**src/rtl/ef_adcs1008nc_sar_ctrl.sv**
```systemverilog
// SAR conversion controller for the EF_ADCS1008NC analog slice (mux, S/H, DAC, CMP).
// Define ADC_SAR_AVG_EN to average four back-to-back conversions per start.
module ef_adcs1008nc_sar_ctrl #(
  parameter int SAMPLE_CYCLES = 4,
  parameter int SETTLE_CYCLES = 2
) (
  input  logic       clk,
  input  logic       rst,
  input  logic       en,
  input  logic       start,
  input  logic [2:0] chan,
  output logic       busy,
  output logic       valid,
  output logic [9:0] dout,
  output logic       adc_en,
  output logic [2:0] adc_b,
  output logic       adc_hold,
  output logic       adc_rst,
  output logic [9:0] adc_data,
  input  logic       adc_cmp
);

  typedef enum logic [2:0] {
    IDLE,
    SAMPLE,
    HOLD,
    SET,
    LOAD,
    SETTLE,
    DECIDE,
    DONE
  } state_t;

  localparam logic [7:0] SMP_LAST = 8'(SAMPLE_CYCLES - 1);
  localparam logic [7:0] STL_LAST = 8'(SETTLE_CYCLES - 1);

  state_t     state_q, state_d;
  logic [7:0] cnt_q, cnt_d;
  logic [3:0] bit_q, bit_d;
  logic [9:0] sar_q, sar_d;
  logic [9:0] sar_dec, trial;

  logic       busy_q, busy_d;
  logic       valid_q, valid_d;
  logic [9:0] dout_q, dout_d;
  logic       adc_en_q;
  logic [2:0] adc_b_q, adc_b_d;
  logic       hold_q, hold_d;
  logic       arst_q, arst_d;
  logic [9:0] data_q, data_d;

`ifdef ADC_SAR_AVG_EN
  logic [1:0]  run_q, run_d;
  logic [11:0] sum_q, sum_d;
`endif

  assign trial   = sar_q | (10'd1 << bit_q);
  assign sar_dec = sar_q | ({9'd0, adc_cmp} << bit_q);

  always_comb begin
    state_d = state_q;
    cnt_d   = cnt_q;
    bit_d   = bit_q;
    sar_d   = sar_q;
    valid_d = 1'b0;
    dout_d  = dout_q;
    adc_b_d = adc_b_q;
    hold_d  = 1'b0;
    arst_d  = 1'b0;
    data_d  = data_q;
`ifdef ADC_SAR_AVG_EN
    run_d   = run_q;
    sum_d   = sum_q;
`endif
    unique case (state_q)
      IDLE: begin
        if (start && en) begin
          state_d = SAMPLE;
          cnt_d   = 8'd0;
          bit_d   = 4'd9;
          sar_d   = 10'd0;
          adc_b_d = chan;
`ifdef ADC_SAR_AVG_EN
          run_d   = 2'd0;
          sum_d   = 12'd0;
`endif
        end
      end
      SAMPLE: begin
        if (cnt_q == SMP_LAST) state_d = HOLD;
        else cnt_d = cnt_q + 8'd1;
      end
      HOLD: begin
        hold_d  = 1'b1;
        state_d = SET;
      end
      SET: begin
        hold_d  = 1'b1;
        arst_d  = 1'b1;
        data_d  = trial;
        state_d = LOAD;
      end
      LOAD: begin
        hold_d  = 1'b1;
        cnt_d   = 8'd0;
        state_d = SETTLE;
      end
      SETTLE: begin
        hold_d = 1'b1;
        if (cnt_q == STL_LAST) state_d = DECIDE;
        else cnt_d = cnt_q + 8'd1;
      end
      DECIDE: begin
        hold_d = 1'b1;
        sar_d  = sar_dec;
        if (bit_q == 4'd0) begin
`ifdef ADC_SAR_AVG_EN
          sum_d = sum_q + {2'b00, sar_dec};
          if (run_q != 2'd3) begin
            run_d   = run_q + 2'd1;
            state_d = SAMPLE;
            cnt_d   = 8'd0;
            bit_d   = 4'd9;
            sar_d   = 10'd0;
          end else begin
            state_d = DONE;
          end
`else
          state_d = DONE;
`endif
        end else begin
          bit_d   = bit_q - 4'd1;
          state_d = SET;
        end
      end
      DONE: begin
        valid_d = 1'b1;
`ifdef ADC_SAR_AVG_EN
        dout_d  = sum_q[11:2];
`else
        dout_d  = sar_q;
`endif
        state_d = IDLE;
      end
      default: state_d = IDLE;
    endcase
    // Dropping enable abandons the conversion; the last result stays visible.
    if (!en && state_q != IDLE) begin
      state_d = IDLE;
      valid_d = 1'b0;
      hold_d  = 1'b0;
      arst_d  = 1'b0;
      dout_d  = dout_q;
      data_d  = data_q;
    end
    busy_d = (state_d != IDLE);
  end

  always_ff @(posedge clk) begin
    if (rst) begin
      state_q  <= IDLE;
      cnt_q    <= 8'd0;
      bit_q    <= 4'd0;
      sar_q    <= 10'd0;
      busy_q   <= 1'b0;
      valid_q  <= 1'b0;
      dout_q   <= 10'd0;
      adc_en_q <= 1'b0;
      adc_b_q  <= 3'd0;
      hold_q   <= 1'b0;
      arst_q   <= 1'b0;
      data_q   <= 10'd0;
`ifdef ADC_SAR_AVG_EN
      run_q    <= 2'd0;
      sum_q    <= 12'd0;
`endif
    end else begin
      state_q  <= state_d;
      cnt_q    <= cnt_d;
      bit_q    <= bit_d;
      sar_q    <= sar_d;
      busy_q   <= busy_d;
      valid_q  <= valid_d;
      dout_q   <= dout_d;
      adc_en_q <= en;
      adc_b_q  <= adc_b_d;
      hold_q   <= hold_d;
      arst_q   <= arst_d;
      data_q   <= data_d;
`ifdef ADC_SAR_AVG_EN
      run_q    <= run_d;
      sum_q    <= sum_d;
`endif
    end
  end

  assign busy     = busy_q;
  assign valid    = valid_q;
  assign dout     = dout_q;
  assign adc_en   = adc_en_q;
  assign adc_b    = adc_b_q;
  assign adc_hold = hold_q;
  assign adc_rst  = arst_q;
  assign adc_data = data_q;

endmodule

```
**config.mk**
```make
export PLATFORM = sky130hd
export DESIGN_NAME = ef_adcs1008nc_sar_ctrl
export DESIGN_NICKNAME = d
export VERILOG_FILES = /design/src/rtl/ef_adcs1008nc_sar_ctrl.sv
export SDC_FILE = /design/constraint.sdc
export NUM_CORES = 1
export LEC_CHECK = 0
export CORE_UTILIZATION = 51
export DETAILED_ROUTE_END_ITERATION = 10
export GPL_ROUTABILITY_DRIVEN = 0
export PLACE_DENSITY = 0.81
export SYNTH_ARGS = -nofsm -noshare
export SYNTH_HDL_FRONTEND = slang
export SYNTH_SLANG_ARGS = --single-unit
```
**constraint.sdc**
```tcl
create_clock -name clk -period 2.5 [get_ports clk]
set_clock_uncertainty 0.1 [all_clocks]
set_input_delay 0.375 -clock clk [delete_from_list [all_inputs] [get_ports clk]]
set_output_delay 0.375 -clock clk [all_outputs]
set_load 0.05 [all_outputs]
```
# [After elaboration in Yosys (flattened, before gate mapping)]
# Cells that the tools add are included.
[word_totals] ff_bits=53 inputBits=8 out_inout_bits=28 elab_cells=67
[classes] addsub=2 eq_ne=13 shifts=2 mux=18 n_bitwise=3 reduce_logical=17
[op_table] cell="8-bit one-hot mux with 4 select lines" n=1
[op_table] cell="8-bit 2-to-1 mux" n=3
[op_table] cell="3-bit one-hot mux with 8 select lines" n=1
[op_table] cell="10-bit bitwise OR" n=2
[op_table] cell="10-bit one-hot mux with 2 select lines" n=1
[op_table] cell="3-bit 2-to-1 mux" n=5
[op_table] cell="3-bit == test, second input constant" n=4
[op_table] cell="10-bit 2-to-1 mux" n=1
[op_table] cell="1-bit by 4-bit left shift with 10-bit output" n=1
[op_table] cell="1-bit by 4-bit left shift with 10-bit output, first input constant" n=1
[op_table] cell="8-bit by 1-bit adder with 8-bit output, second input constant" n=1
[op_table] cell="8-bit by 1-bit == test with 1-bit output, second input constant" n=1
[op_table] cell="8-bit by 2-bit == test with 1-bit output, second input constant" n=1
[op_table] cell="4-bit 2-to-1 mux" n=2
[op_table] cell="2-bit inequality test, second input constant" n=4
[op_table] cell="4-bit one-hot mux with 2 select lines" n=1
[op_table] cell="2-bit AND reduction" n=4
[op_table] cell="3-bit by 2-bit == test with 1-bit output, second input constant" n=2
[op_table] cell="3-bit nonzero test" n=2
[op_table] cell="5-bit OR reduction" n=1
[op_table] cell="4-bit logical NOT" n=1
[op_table] cell="4-bit AND reduction" n=1
[op_table] cell="4-bit nonzero test" n=1
[op_table] cell="4-bit by 1-bit subtractor with 4-bit output, second input constant" n=1
[op_table] cell="other kinds (9)" n=12

# [Logic depth before layout (Yosys ltp)]
[depth] word_depth=5 depth_mapped=6 ltp_nobuf=6

# [Worst setup path before layout]
# Ideal clock, no wire load.
[synth_path] kind="reg2reg" startpoint="register cnt_q[1]" endpoint="register cnt_q[1]" setup_time_ps=71 t_arrival_ps=1501 required_time_ps=2329 slack_ps=828 path_stages_with_launch=7 n_path_buf=0 synth_period_minus_slack_ps=1672 path_cell_list="dfxtp_1 inv_1 ha_1 mux2i_1 and4bb_4 or4b_1 a21oi_1"
[synth_via] elab_chain_len=3 elab_cells_between_ends=9 cone_classes="1 x add/sub; 4 x eq/ne; 3 x mux; 1 x reduce/logical"
[synth_rtl] item="start, declared" line="38" text="logic [7:0] cnt_q, cnt_d;"
[synth_rtl] item="start signal, assigned" line="179" text="cnt_q <= cnt_d;"
[synth_rtl] item="8-bit by 1-bit adder with 8-bit output, or another cell as far along" line="91, 111"
[synth_rtl] item="8-bit 2-to-1 mux, or another cell as far along" line="110" text="if (cnt_q == STL_LAST) state_d = DECIDE;"
[synth_rtl] item="8-bit one-hot mux with 4 select lines / 4-bit AND reduction (equally long branches)"
# Several ways; a longest one is shown, not always the timed one. The select of a mux whose other input is x is not followed.
# A chain may end at the register's enable or synchronous reset.

# [Worst setup path after layout]
[layout_path] startpoint="register bit_q[0]" endpoint="register bit_q[3]"
[layout_via] elab_chain_len=3 elab_cells_between_ends=6 cone_classes="1 x add/sub; 1 x eq/ne; 2 x mux; 2 x reduce/logical"
[layout_rtl] item="start, declared" line="39" text="logic [3:0] bit_q, bit_d;"
[layout_rtl] item="start signal, assigned" line="180" text="bit_q <= bit_d;"
[layout_rtl] item="4-bit by 1-bit subtractor with 4-bit output / 4-bit logical NOT (equally long branches)" line="132, 116"
[layout_rtl] item="4-bit 2-to-1 mux / 2-bit inequality test (equally long branches)"
[layout_rtl] item="4-bit one-hot mux with 2 select lines / 3-bit AND reduction (equally long branches)"
# Several ways; a longest one is shown, not always the timed one. The select of a mux whose other input is x is not followed.

==> flow_summary_export.csv <==
group,metric,value,unit
run_status,status,"completed",
flow_run,cap_violations,0,
worst_setup_path,r2r_slack,420,ps
clocking,clk_latency,310,ps
worst_setup_path,cpPeakStageDelay,630,ps
pwr,ir_worst_vdd,0.456,mV
worst_setup_path,path_cells,"inv_1 -> ha_1 -> nor3b_1 -> nor3_1 -> xnor2_1 -> a21oi_1",
layout,final_util,0.664,
routing,drc,0,
layout,final_common_cell,"dfxtp_1",
die,die_h,67.6,µm
synthesis,ys.flop_type,"dfxtp_1",
pwr,pwr-share-seq,0.553,
layout,drive_gt1_frac,0.0484,
global_route,antenna_found_initial,0,
worst_setup_path,crit_type,"reg2reg",
die,fp.dieW,67.6,µm
hold_path,hold_end,"dout[1]",
worst_setup_path,r2r-start,"bit_q[0]",
sta,fin_setup_tns,0,ps
layout,syn2layout_area_growth,22.6,%
sta,slew_viol_final,0,
hold_path,min_path_type,"reg2reg",
clocking,hold_buffers,0,
synthesis,ys_ff_latch,53,
clocking,clockRootBuffer,"clkbuf_8",
pwr,p_int,1220,µW
die,num_rows,23,
clocking,cts_tree,"built",
worst_setup_path,crit_arrival,2170,ps
worst_setup_path,worstPathRequired,2600,ps
layout,nFillCells,352,
pwr,clkPwrFrac,0.383,
routing,vias,1872,
worst_setup_path,r2r-end,"bit_q[3]",
die,ioPinCount,36,
global_route,grt_remaining_overflow,0,
clocking,clock_path_buffers,2,
routing,drtPass1Iterations,4,
sta,fin_crit_sh,0.832,
clocking,cts-resized-gates,0,
place,post-dp-hpwl,3.27,mm
worst_setup_path,path_max_fanout,7,
routing,wl,4.60,mm
global_route,grt_max_degree,30,
hold_path,hold_depth,2,
sta,rsz0062_at_grt,"no",
pwr,netSwitchingFraction,0.219,
hold_path,worstHoldStart,"dout[1]",
synthesis,synth_edf_count,0,
clocking,clock-sinks,53,
global_route,grt_pass1_wl,7.62,mm
global_route,track_usage,0.225,
routing,drt.antenna.violating_nets,0,
clocking,h-tree-depth,2,
die,die-area,4570,µm²
worst_setup_path,crit_slowest_cell,"nor3b_1",
sta,fin_crit,2080,ps
pwr,combinationalPowerShare,0.064,
sta,fmax,481,MHz
synthesis,syn_area,2200,µm²
synthesis,syn_nets,270,
worst_setup_path,r2r_cells,6,
clocking,clk_pin_slew_worst_paths,90,ps
pwr,power-per-cell-area,579,nW/µm²
routing,vias_per_cell,5.52,
global_route,grt_pass1_vias,1689,
sta,worstMarginPinSlew,740,ps
synthesis,ys_warn_count,0,
worst_setup_path,endpoint_kind,"register",
worst_setup_path,crit_path_start_kind,"register",
routing,drt-initial-drc-count,99,
synthesis,synthCells,255,
sta,maxSlewHeadroom,0.506,
sta,setup_viol,0,
synthesis,ys_seq_area_frac,0.483,
clocking,post_cts_buffers,0,
pwr,power.net_switching,342,µW
clocking,cts_buffers,5,
layout,final_cell_mix,"dfxtp_1, nor2_1, clkdlybuf4s50_1",
synthesis,yosysUniqueCellTypes,39,
synthesis,synthArstFlopShare,0,
synthesis,synth_area_per_cell,8.62,µm²
sta,hold_violations,0,
layout,n_antenna_cell,0,
pwr,p_leak,0.000955,µW
place,port_buffers,35,
layout,layout.nets,303,
die,start_util,0.541,
routing,wl_per_cell,13.6,µm
die,core_area,4060,µm²
area by class of cell:
| cell class | instances | area [µm²] | area share |
|---|---|---|---|
| timing repair buffer | 38 | 373 | 0.138 |
| clock buffer | 7 | 86.3 | 0.0321 |
| clock inverter | 1 | 30.0 | 0.0112 |
| multi-input combinational | 184 | 1060 | 0.393 |
| tap | 50 | 62.6 | 0.0232 |
| sequential | 53 | 1060 | 0.394 |
| inverter | 6 | 22.5 | 0.00836 |
worst max-delay path by stage:
stage / from / endpoint
final: bit_q[0] / bit_q[3]
after detailed placement: en / cnt_q[2]
after floorplan: cnt_q[1] / cnt_q[1]
after global placement: en / cnt_q[2]
after CTS: bit_q[0] / bit_q[3]
after global routing: bit_q[0] / bit_q[0]
power by group through the flow:
stage	clock [µW]	combinational (µW)	sequential [µW]
final	598	99.4	862
after global routing	645	108	864
after CTS	610	99.5	862
after detailed placement	0	97.9	882
after global placement	0	96.9	881
after floorplan	0	52.1	892
flip-flops by register name (all words and copies together), names as in the netlist:
| register | count |
|---|---|
| bit_q | 4 |
| adc_en | 1 |
| adc_b | 3 |
| adc_hold | 1 |
| valid | 1 |
| adc_rst | 1 |
| state_q | 3 |
| busy | 1 |
| adc_data | 10 |
| sar_q | 10 |
| cnt_q | 8 |
| dout | 10 |
per-stage QoR:
stage / std cells / hold slack [ps] / setup WS [ps] / power [µW] / cell area (µm²)
after CTS: 339 / 362 / 441 / 1570 / 2690
final: 339 / 359 / 421 / 1560 / 2690
after global placement: 331 / 347 / 385 / 978 / 2580
after detailed placement: 331 / 348 / 316 / 980 / 2580
after floorplan: 255 / 344 / 828 / 945 / 2200
after global routing: 339 / 382 / 248 / 1620 / 2690
cell families (layout without fill, tap and decap cells):
| group | count (synthesis) | in the layout | share of synthesized area |
|---|---|---|---|
| DFF | 53 | 53 | 0.483 |
| muxes | 4 | 4 | 0.0182 |
| AOI/OAI and AO/OA | 51 | 51 | 0.139 |
| adders and majority gates | 7 | 7 | 0.0399 |
| and+or+nand+nor | 117 | 117 | 0.264 |
| xor gates and xnor gates | 5 | 5 | 0.0199 |
| buffers and inverters | 18 | 52 | 0.0359 |
layer usage:
layer  global-route usage  up-vias  wire length (µm)
met5                    0        -                 0
met4               0.0798        0                78
met3               0.0625        7               204
met2                0.385       42              2250
met1                0.267      870              2060
li1                     -      953                 -
Yosys cell counts (all sizes together), types with 2 or more instances:
cell,n,area (µm²)
nand2,23,86.3
nor2,39,146
and3,3,18.8
nor3,17,85.1
dfxtp,53,1060
or2,2,12.5
or3,4,25.0
ha,7,87.6
xnor2,5,43.8
nand3,5,25.0
clkbuf,8,30.0
a21o,2,16.3
buf,4,26.3
nor4,2,12.5
a31oi,2,12.5
nand3b,2,15.0
nand4,2,12.5
nand2b,5,31.3
a211oi,10,75.1
mux2i,4,40.0
inv,6,22.5
and4,2,17.5
o21ai,4,20.0
nor3b,2,15.0
a21oi,28,140
nor2b,4,25.0
critical path: cells and delay by family (launching register included):
kind                       cells  cell delay, ps
buffers and inverters          1             200
adders and majority gates      1             230
xor gates and xnor gates       1             180
AOI/OAI and AO/OA              1              80
and+or+nand+nor                2             810
DFF                            1             360
Note: power is estimated with default switching activity, not from simulation.
